**src/rtl/ro_freq_counter_pkg.sv**
```systemverilog
// ----------------------------------------------------------------------------
// ro_freq_counter_pkg
// Shared definitions for the ring-oscillator frequency counter:
//   - FSM state encoding (IDLE=0, SETTLE=1, COUNT=2, DONE=3)
//   - default parameter values shared with the ring-oscillator macro
//   - timerWidth(): width of the gate/settle down-counter
// ----------------------------------------------------------------------------
package ro_freq_counter_pkg;

    typedef enum logic [1:0] {
        ST_IDLE   = 2'd0,
        ST_SETTLE = 2'd1,
        ST_COUNT  = 2'd2,
        ST_DONE   = 2'd3
    } roState_e;

    localparam int DEF_WINDOW_CYCLES = 32'sd1024;
    localparam int DEF_SETTLE_CYCLES = 32'sd16;
    localparam int DEF_SYNC_STAGES   = 32'sd2;
    localparam int DEF_COUNT_W       = 32'sd16;

    // clog2(max(window, settle)) with a floor of one bit; the timer only
    // ever holds load values of window-1 and settle-1.
    function automatic int timerWidth(input int window, input int settle);
        int maxVal;
        int width;
        int pow;
        maxVal = (window > settle) ? window : settle;
        width  = 32'sd0;
        pow    = 32'sd1;
        while (pow < maxVal) begin
            pow   = pow * 32'sd2;
            width = width + 32'sd1;
        end
        return (width < 32'sd1) ? 32'sd1 : width;
    endfunction

endpackage

```
**src/rtl/ro_freq_counter_osc_sync.sv**
```systemverilog
// ----------------------------------------------------------------------------
// osc_sync_edge
// Brings the free-running ring-oscillator output into the iClk domain and
// flags its rising edges.
//   iClk   : system clock (rising edge)
//   iRst   : synchronous active-high reset, clears every flop
//   iAsync : asynchronous oscillator output
//   oRise  : high for one cycle when the synchronised level goes 0 -> 1
// A rising edge is a 0 in the history flop followed by a 1 in the last
// synchroniser stage. Oscillators at or above iClk/2 alias.
// ----------------------------------------------------------------------------
module osc_sync_edge
    import ro_freq_counter_pkg::*;
#(
    parameter int SYNC_STAGES = DEF_SYNC_STAGES
) (
    input  logic iClk,
    input  logic iRst,
    input  logic iAsync,
    output logic oRise
);

    // First stage may go metastable; keep it paired with the next stage.
    (* ASYNC_REG = "TRUE", dont_touch = "true" *) logic meta_r;
    (* dont_touch = "true" *) logic [SYNC_STAGES-1:1] chain_r;
    logic history_r;

    // Synchroniser chain plus one history flop for edge detection.
    always_ff @(posedge iClk) begin
        if (iRst) begin
            meta_r    <= 1'b0;
            chain_r   <= '0;
            history_r <= 1'b0;
        end else begin
            meta_r     <= iAsync;
            chain_r[1] <= meta_r;
            for (int i = 2; i < SYNC_STAGES; i++) begin
                chain_r[i] <= chain_r[i-1];
            end
            history_r <= chain_r[SYNC_STAGES-1];
        end
    end

    assign oRise = chain_r[SYNC_STAGES-1] & ~history_r;

endmodule

```
**src/rtl/ro_freq_counter.sv**
```systemverilog
// ----------------------------------------------------------------------------
// ro_freq_counter
// Enables the ring oscillator, lets it settle, counts its rising edges over
// a fixed window of iClk cycles and reports a saturating registered count.
//   iClk      : system clock (rising edge)
//   iRst      : synchronous active-high reset; aborts any measurement
//   iStart    : measurement request, sampled only in IDLE
//   iOsc      : asynchronous ring-oscillator output
//   oRoEn     : oscillator enable, high in SETTLE and COUNT
//   oBusy     : high in SETTLE and COUNT
//   oDone     : one-cycle pulse in DONE, when oCount/oOverflow update
//   oCount    : last measured edge count (saturating)
//   oOverflow : last measurement saturated
// Latency: iStart at cycle t -> SETTLE t+1, COUNT t+1+SETTLE_CYCLES,
// oDone at t+1+SETTLE_CYCLES+WINDOW_CYCLES.
// ----------------------------------------------------------------------------
module ro_freq_counter
    import ro_freq_counter_pkg::*;
#(
    parameter int WINDOW_CYCLES = DEF_WINDOW_CYCLES,
    parameter int SETTLE_CYCLES = DEF_SETTLE_CYCLES,
    parameter int SYNC_STAGES   = DEF_SYNC_STAGES,
    parameter int COUNT_W       = DEF_COUNT_W
) (
    input  logic               iClk,
    input  logic               iRst,
    input  logic               iStart,
    input  logic               iOsc,
    output logic               oRoEn,
    output logic               oBusy,
    output logic               oDone,
    output logic [COUNT_W-1:0] oCount,
    output logic               oOverflow
);

    localparam int TIMER_W = timerWidth(WINDOW_CYCLES, SETTLE_CYCLES);
    localparam logic [TIMER_W-1:0] SETTLE_LOAD = TIMER_W'(SETTLE_CYCLES - 32'sd1);
    localparam logic [TIMER_W-1:0] WINDOW_LOAD = TIMER_W'(WINDOW_CYCLES - 32'sd1);
    localparam logic [TIMER_W-1:0] TIMER_ONE   = TIMER_W'(32'd1);
    localparam logic [COUNT_W-1:0] CNT_ONE     = COUNT_W'(32'd1);
    localparam logic [COUNT_W-1:0] CNT_MAX     = '1;

    roState_e           state_r;
    roState_e           nextState_s;
    logic [TIMER_W-1:0] timer_r;
    logic [TIMER_W-1:0] timerNext_s;
    logic [COUNT_W-1:0] edgeCnt_r;
    logic [COUNT_W-1:0] edgeCntNext_s;
    logic               sat_r;
    logic               satNext_s;
    logic               rise_s;
    logic               roEn_r;
    logic               busy_r;
    logic               done_r;
    logic [COUNT_W-1:0] count_r;
    logic               overflow_r;

    osc_sync_edge #(
        .SYNC_STAGES (SYNC_STAGES)
    ) uOscSync (
        .iClk   (iClk),
        .iRst   (iRst),
        .iAsync (iOsc),
        .oRise  (rise_s)
    );

    // Next-state, timer and saturating edge-counter logic.
    always_comb begin
        nextState_s   = state_r;
        timerNext_s   = timer_r;
        edgeCntNext_s = edgeCnt_r;
        satNext_s     = sat_r;
        case (state_r)
            ST_IDLE: begin
                if (iStart) begin
                    nextState_s   = ST_SETTLE;
                    timerNext_s   = SETTLE_LOAD;
                    edgeCntNext_s = '0;
                    satNext_s     = 1'b0;
                end else begin
                    nextState_s = ST_IDLE;
                end
            end
            ST_SETTLE: begin
                edgeCntNext_s = '0;
                satNext_s     = 1'b0;
                if (timer_r == '0) begin
                    nextState_s = ST_COUNT;
                    timerNext_s = WINDOW_LOAD;
                end else begin
                    timerNext_s = timer_r - TIMER_ONE;
                end
            end
            ST_COUNT: begin
                // An edge seen in the final COUNT cycle still lands in the
                // result, because DONE captures the next-value terms.
                if (rise_s) begin
                    if (edgeCnt_r == CNT_MAX) begin
                        satNext_s = 1'b1;
                    end else begin
                        edgeCntNext_s = edgeCnt_r + CNT_ONE;
                    end
                end else begin
                    edgeCntNext_s = edgeCnt_r;
                end
                if (timer_r == '0) begin
                    nextState_s = ST_DONE;
                end else begin
                    timerNext_s = timer_r - TIMER_ONE;
                end
            end
            ST_DONE: begin
                nextState_s = ST_IDLE;
            end
            default: begin
                nextState_s = ST_IDLE;
            end
        endcase
    end

    // FSM state, timer and edge counter registers.
    always_ff @(posedge iClk) begin
        if (iRst) begin
            state_r   <= ST_IDLE;
            timer_r   <= '0;
            edgeCnt_r <= '0;
            sat_r     <= 1'b0;
        end else begin
            state_r   <= nextState_s;
            timer_r   <= timerNext_s;
            edgeCnt_r <= edgeCntNext_s;
            sat_r     <= satNext_s;
        end
    end

    // Registered outputs decoded from the next state so they align with it.
    always_ff @(posedge iClk) begin
        if (iRst) begin
            roEn_r     <= 1'b0;
            busy_r     <= 1'b0;
            done_r     <= 1'b0;
            count_r    <= '0;
            overflow_r <= 1'b0;
        end else begin
            roEn_r <= (nextState_s == ST_SETTLE) || (nextState_s == ST_COUNT);
            busy_r <= (nextState_s == ST_SETTLE) || (nextState_s == ST_COUNT);
            done_r <= (nextState_s == ST_DONE);
            if (nextState_s == ST_DONE) begin
                count_r    <= edgeCntNext_s;
                overflow_r <= satNext_s;
            end else begin
                count_r    <= count_r;
                overflow_r <= overflow_r;
            end
        end
    end

    assign oRoEn     = roEn_r;
    assign oBusy     = busy_r;
    assign oDone     = done_r;
    assign oCount    = count_r;
    assign oOverflow = overflow_r;

endmodule

```
**config.mk**
```make
export PLATFORM = sky130hd
export DESIGN_NAME = ro_freq_counter
export DESIGN_NICKNAME = d
export VERILOG_FILES = /design/src/rtl/ro_freq_counter_pkg.sv /design/src/rtl/ro_freq_counter_osc_sync.sv /design/src/rtl/ro_freq_counter.sv
export SDC_FILE = /design/constraint.sdc
export NUM_CORES = 1
export LEC_CHECK = 0
export CAP_MARGIN = 20
export CORE_UTILIZATION = 52
export DETAILED_ROUTE_END_ITERATION = 12
export PLACE_DENSITY_LB_ADDON = 0.12
export SETUP_SLACK_MARGIN = 0.3
export SLEW_MARGIN = 20
export SYNTH_ARGS = -nofsm -noshare
export SYNTH_HDL_FRONTEND = slang
export SYNTH_SLANG_ARGS = --single-unit
```
**constraint.sdc**
```tcl
create_clock -name iClk -period 2.1 [get_ports iClk]
set_input_delay 0.42 -clock iClk [delete_from_list [all_inputs] [get_ports iClk]]
set_output_delay 0.42 -clock iClk [all_outputs]
set_load 0.1 [all_outputs]
```
# Word-level counts from Yosys, hierarchy flattened
# Index checks and enable logic that the tools add are counted.
[totals]
regBits = 51
elab_cells = 45
[classes]
addsub = 2
bitwise = 2
muxes = 16
n_eq_ne = 9
n_reduce_logical = 5
[ops]
columns = ["cell", "count"]
rows = [
  ["$mux 16", 3],
  ["$pmux 16 s3", 1],
  ["$mux 10", 3],
  ["$pmux 10 s3", 1],
  ["$add 16x1->16 const B", 1],
  ["$eq 16x16->1 const B", 1],
  ["$logic_not 10->1", 1],
  ["$sub 10x1->10 const B", 1],
  ["$eq 2x2->1 const B", 4],
  ["$pmux 2 s4", 1],
  ["$eq 2x1->1 const B", 2],
  ["$mux 1", 4],
  ["$mux 2", 2],
  ["$ne 2x2->1 const B", 2],
  ["$pmux 1 s3", 1],
  ["$reduce_and 3->1", 1],
  ["$reduce_bool 3->1", 1],
  ["$logic_not 2->1", 1],
  ["$and 1x1->1", 1],
  ["$logic_or 1x1->1", 1],
  ["$not 1->1", 1],
]

# Logic depth before layout (Yosys ltp)
[depth]
word_depth = 5
ltp_mapped = 11
ltp_nobuf = 11

# Hierarchy
# Synthesis repeated with hierarchy kept, for this count alone.
[unflattened]
hier_cells = 312
area_unflattened_um2 = 2676.3
[by_module_without_submodules]
columns = ["mod", "instances", "cells_each", "seq_area_each_um2", "area_per_inst_um2"]
rows = [
  ["ro_freq_counter", 1, 305, 960.9, 2588.7],
  ["osc_sync_edge", 1, 7, 60.1, 87.6],
]

# Worst setup path before layout
# OpenSTA, ideal clock, no wires.
[synth_path]
path_kind = "reg2reg"
startpoint = "reg state_r[0]"
endpoint = "reg count_r[9], in the netlist oCount[9]"
arrival_time_ps = 2197
path_stages_with_launch = 11
path_buffers = 3
slack_ps = -186
required_ps = 2012
path_cell_list = "dfxtp_1 inv_1 ha_1 buf_2 buf_1 a21oi_1 o31ai_1 ha_1 clkbuf_1 nor2_1 a311oi_2"
[synth_via]
elab_chain_cells = 3
elab_cells_between_ends = 9
[synth_lines]
columns = ["item", "line_no", "rtl"]
rows = [
  ["from (decl)", "ro_freq_counter.sv:43", "roState_e state_r;"],
  ["from (signal assigned)", "ro_freq_counter.sv:129", "state_r <= nextState_s;"],
  ["$eq 2x2->1, or another cell as far along", "ro_freq_counter.sv:73", "case (state_r)"],
  ["$pmux 2 s4 (*)", "ro_freq_counter.sv:73", ""],
  ["net nextState_s[0]", "ro_freq_counter.sv:44", "roState_e nextState_s;"],
  ["$eq 2x2->1 (*)", "ro_freq_counter.sv:148", "if (nextState_s == ST_DONE) begin"],
  ["to (signal assigned)", "ro_freq_counter.sv:149", "count_r <= edgeCntNext_s;"],
  ["to (signal assigned)", "ro_freq_counter.sv:152", "count_r <= count_r;"],
  ["to (decl)", "ro_freq_counter.sv:55", "logic [COUNT_W-1:0] count_r;"],
]
# The timed path passes the listed nets; every way through them passes the cells marked *.
# A chain may end at the register's enable or synchronous reset.

# Final worst setup path
[layout_path]
startpoint = "reg timer_r[1]"
endpoint = "reg count_r[3], in the netlist oCount[3]"
[layout_via]
elab_chain_cells = 4
elab_cells_between_ends = 5
[layout_lines]
columns = ["item", "line_no", "rtl"]
rows = [
  ["from (decl)", "ro_freq_counter.sv:45", "logic [TIMER_W-1:0] timer_r;"],
  ["from (signal assigned)", "ro_freq_counter.sv:130", "timer_r <= timerNext_s;"],
  ["$logic_not 10->1 (*)", "ro_freq_counter.sv:87, ro_freq_counter.sv:106", ""],
  ["$mux 2 (on tied branches)", "ro_freq_counter.sv:106, ro_freq_counter.sv:87", ""],
  ["$pmux 2 s4 (*)", "ro_freq_counter.sv:73", ""],
  ["net nextState_s[0]", "ro_freq_counter.sv:44", ""],
  ["$eq 2x2->1 (*)", "ro_freq_counter.sv:148", ""],
]
# Marked as above.

==> impl_metrics.toml <==
[global_routing]
antenna_found_initial = 0
grt_start_max_net_pins = 35
grt_usage = 0.283
grt-ovfl-total = 0
grt_pass1_vias = 2505
grt_pass1_wl_um = 11900

[finish]
num-nets-final = 396
diodes = 0
fin_area_um2 = 3810
synthToLayoutAreaGrowth_pct = 40.2
drive_gt1_frac = 0.401
fill_cells = 338

[drt]
routed_wl_um = 8410
dr.pass1.iters = 7
antenna_left = 0
num_vias = 2857
drtIter0Drc = 339
drt-wirelength-per-cell_um = 18.6
viasPerCell = 6.33
drt_drc_violations_left = 0

[place]
place_area_um2 = 3100
place_congestion = 0.910
dp_slack_ps = -195
dp.final_hpwl_um = 4630
port_buffers = 23

[critical_path]
cpMostUsedCell = "ha_4"
critPathArrivalTime_ps = 2330
critPathMaxStageDelay_ps = 350
cp-start-kind = "register"
critPathKind = "reg -> reg"
path_max_fanout = 8
slowest_stage = "dfxtp_2"
end_kind = "register"
path_buf_inv = 3
critPathTopFamily = "simple AND/OR/NAND/NOR gates"
worst_ep_required_time_ps = 2340
worstPathCellList = "inv_2 > ha_4 > nor2b_4 > and4_1 > nor2_2 > o31ai_4 > ha_4 > buf_12 > buf_16 > nor2_1 > a211oi_2"

[synth]
synth.top_cell.area_share = 0.375
dominantRegCellSynth = "dfxtp_1"
yosysTopAreaCell = "dfxtp_1"
async_flop_share = 0
ys_seq_area_frac = 0.375
synth.top_cells.by_area = "dfxtp_1, nor2_1, ha_1"
ys_warn_count = 0
syn_nets = 344
post_synth.cell_area_avg_um2 = 8.22
syn_inst = 331
synth_seq_cells = 51
synth_cell_types = 57
synth_edf_count = 0
syn_area_um2 = 2720

[cts]
clk_pin_slew_ps = 110
root_buffer = "clkbuf_8"
clk_latency_ps = 320
cts_max_level = 2
clockBufferDepth = 2
cts_tree = "yes"
numCtsBuffers = 5
cts.sinks = 51

[floorplanning]
die_y_um = 74.3
std_cell_rows = 25
initial_core_util = 0.558
core_area_um2 = 4880
die_area_um2 = 5530
pin_count = 24
die_x_um = 74.3

[timing]
fin_crit_sh = 0.998
layout_min_cycle_time_ps = 2100
final_hold_viol_count = 0
fmax_ghz = 0.477
rsz0062_at_grt = "true"
drv_slew = 0
max_slew.worst_pin.slew_ps = 454
setup_slack_ps = 4.96
clock_skew_ps = 12.6
slew_headroom = 0.697
setup_viol = 0
hold_slack_ps = 467

[pwr]
p_per_area_nw_per_um2 = 519
peakVddDrop_v = 0.000369
p_leak_nw = 1.45

[hold_path]
hold_path.class = "reg -> reg"

[outcome]
status = "completed"

[run]
maxCapViolCount = 0
## routing by layer
metal	up-vias	part of all wire	GRT usage
li1	1317	-	-
met1	1365	0.43	0.394
met2	151	0.47	0.421
met3	24	0.079	0.0691
met4	0	0.025	0.117
met5	-	0	0
## sequential cells by signal, indices dropped and copies added (netlist names)
name / count
uOscSync.history_r: 1
edgeCnt_r: 16
uOscSync.chain_r: 1
oBusy: 1
state_r: 2
sat_r: 1
uOscSync.meta_r: 1
oDone: 1
oOverflow: 1
timer_r: 10
oCount: 16
## worst paths after layout
kind              startpoint               end  slack [ps]  cells past startpoint
max reg2reg       timer_r[1]         oCount[3]           5                     11
min reg2reg  uOscSync.meta_r  uOscSync.chain_r         470                      1
min          uOscSync.meta_r  uOscSync.chain_r         470                      1
max               timer_r[1]         oCount[3]           5                     11
## power by group
group,switching [W],total [W],internal (W)
sequential,0.0000171,0.00100,0.000985
clock,0.000359,0.000598,0.000239
combinational,0.000223,0.000380,0.000157
total,0.000599,0.00198,0.00138
## metrics by stage
step | setup TNS (ps) | util | instances | power [W]
CTS | 0 | 0.696 | 442 | 0.00191
detailed placement | -2390 | 0.635 | 422 | 0.00129
global route | -1040 | 0.782 | 451 | 0.00205
finish | 0 | 0.782 | 451 | 0.00198
global placement | -559 | 0.635 | 422 | 0.00129
floorplan | 0 | - | 331 | 0.00122
## cell families after synthesis
group,Yosys count,share of synthesized area
AOI/OAI and AO/OA,92,0.236
adders and majority gates,9,0.0414
buffers and inverters,33,0.0556
DFF,51,0.375
muxes,2,0.00919
and+or+nand+nor,144,0.282
## layout make-up
class | instances | area [µm²] | area share
inverters | 11 | 41.3 | 0.0108
flip-flops and latches | 51 | 1030 | 0.271
repair buffers | 67 | 634 | 0.166
well taps | 67 | 83.8 | 0.0220
clock inverters | 3 | 25.0 | 0.00656
clock buffers | 5 | 68.8 | 0.0180
multi-input cells | 247 | 1930 | 0.505
## worst register-to-register path, stage by stage (launching register included)
cell      delay (ps)
dfxtp_2          350
inv_2             80
ha_4             130
nor2b_4          120
and4_1           250
nor2_2            70
o31ai_4          260
ha_4             250
buf_12           140
buf_16           140
nor2_1            70
a211oi_2         150
## timing repair
item                                    4_1_cts  5_1_grt
gates resized for setup                      17       71
buffers inserted                              9        8
cloned                                        3        1
hold buffers                                  0        0
pin swaps                                     3       15
endpoints found under the setup margin       45       42
## Yosys cell counts (2+ instances only)
cell	n
buf_6	2
o21ai_0	16
and3_1	3
and2_1	3
a31oi_1	6
a2bb2oi_1	3
dfxtp_1	51
a21o_1	4
a211oi_1	13
buf_2	6
nor4_1	4
a311oi_1	6
a41oi_1	3
a21oi_1	17
nor3_1	6
and4_1	7
nand2_1	19
o22ai_1	2
o21ai_1	2
a31o_2	2
nor3_2	2
clkbuf_1	11
nand3_1	10
or2_2	2
ha_1	9
or3_1	3
nor3b_1	2
a211o_1	3
nand2b_1	7
nor2_1	49
nand4_1	8
nand3b_1	2
nor2b_1	10
o211ai_1	4
inv_1	11
o31ai_1	2
## placed cells by master (no fill, tap or decap), drive strengths merged, types with 2 or more instances in the layout
cell	count
a21o	4
a21oi	18
and2	3
a211o	3
nor2b	10
nor3b	2
nand4	9
and4	8
a31o	2
a31oi	6
ha	9
a211oi	14
o22ai	2
o211ai	4
o21ai	18
nor2	50
nand3	10
clkinv	2
nor3	8
dfxtp	51
o31ai	2
clkdlybuf4s50	2
buf	64
nor4	5
clkbuf	6
and3	3
a311oi	7
a41oi	3
nand2b	7
nand3b	3
or2	2
inv	11
a2bb2oi	3
or3	3
nand2	19
(Power assumes the default switching activity.)
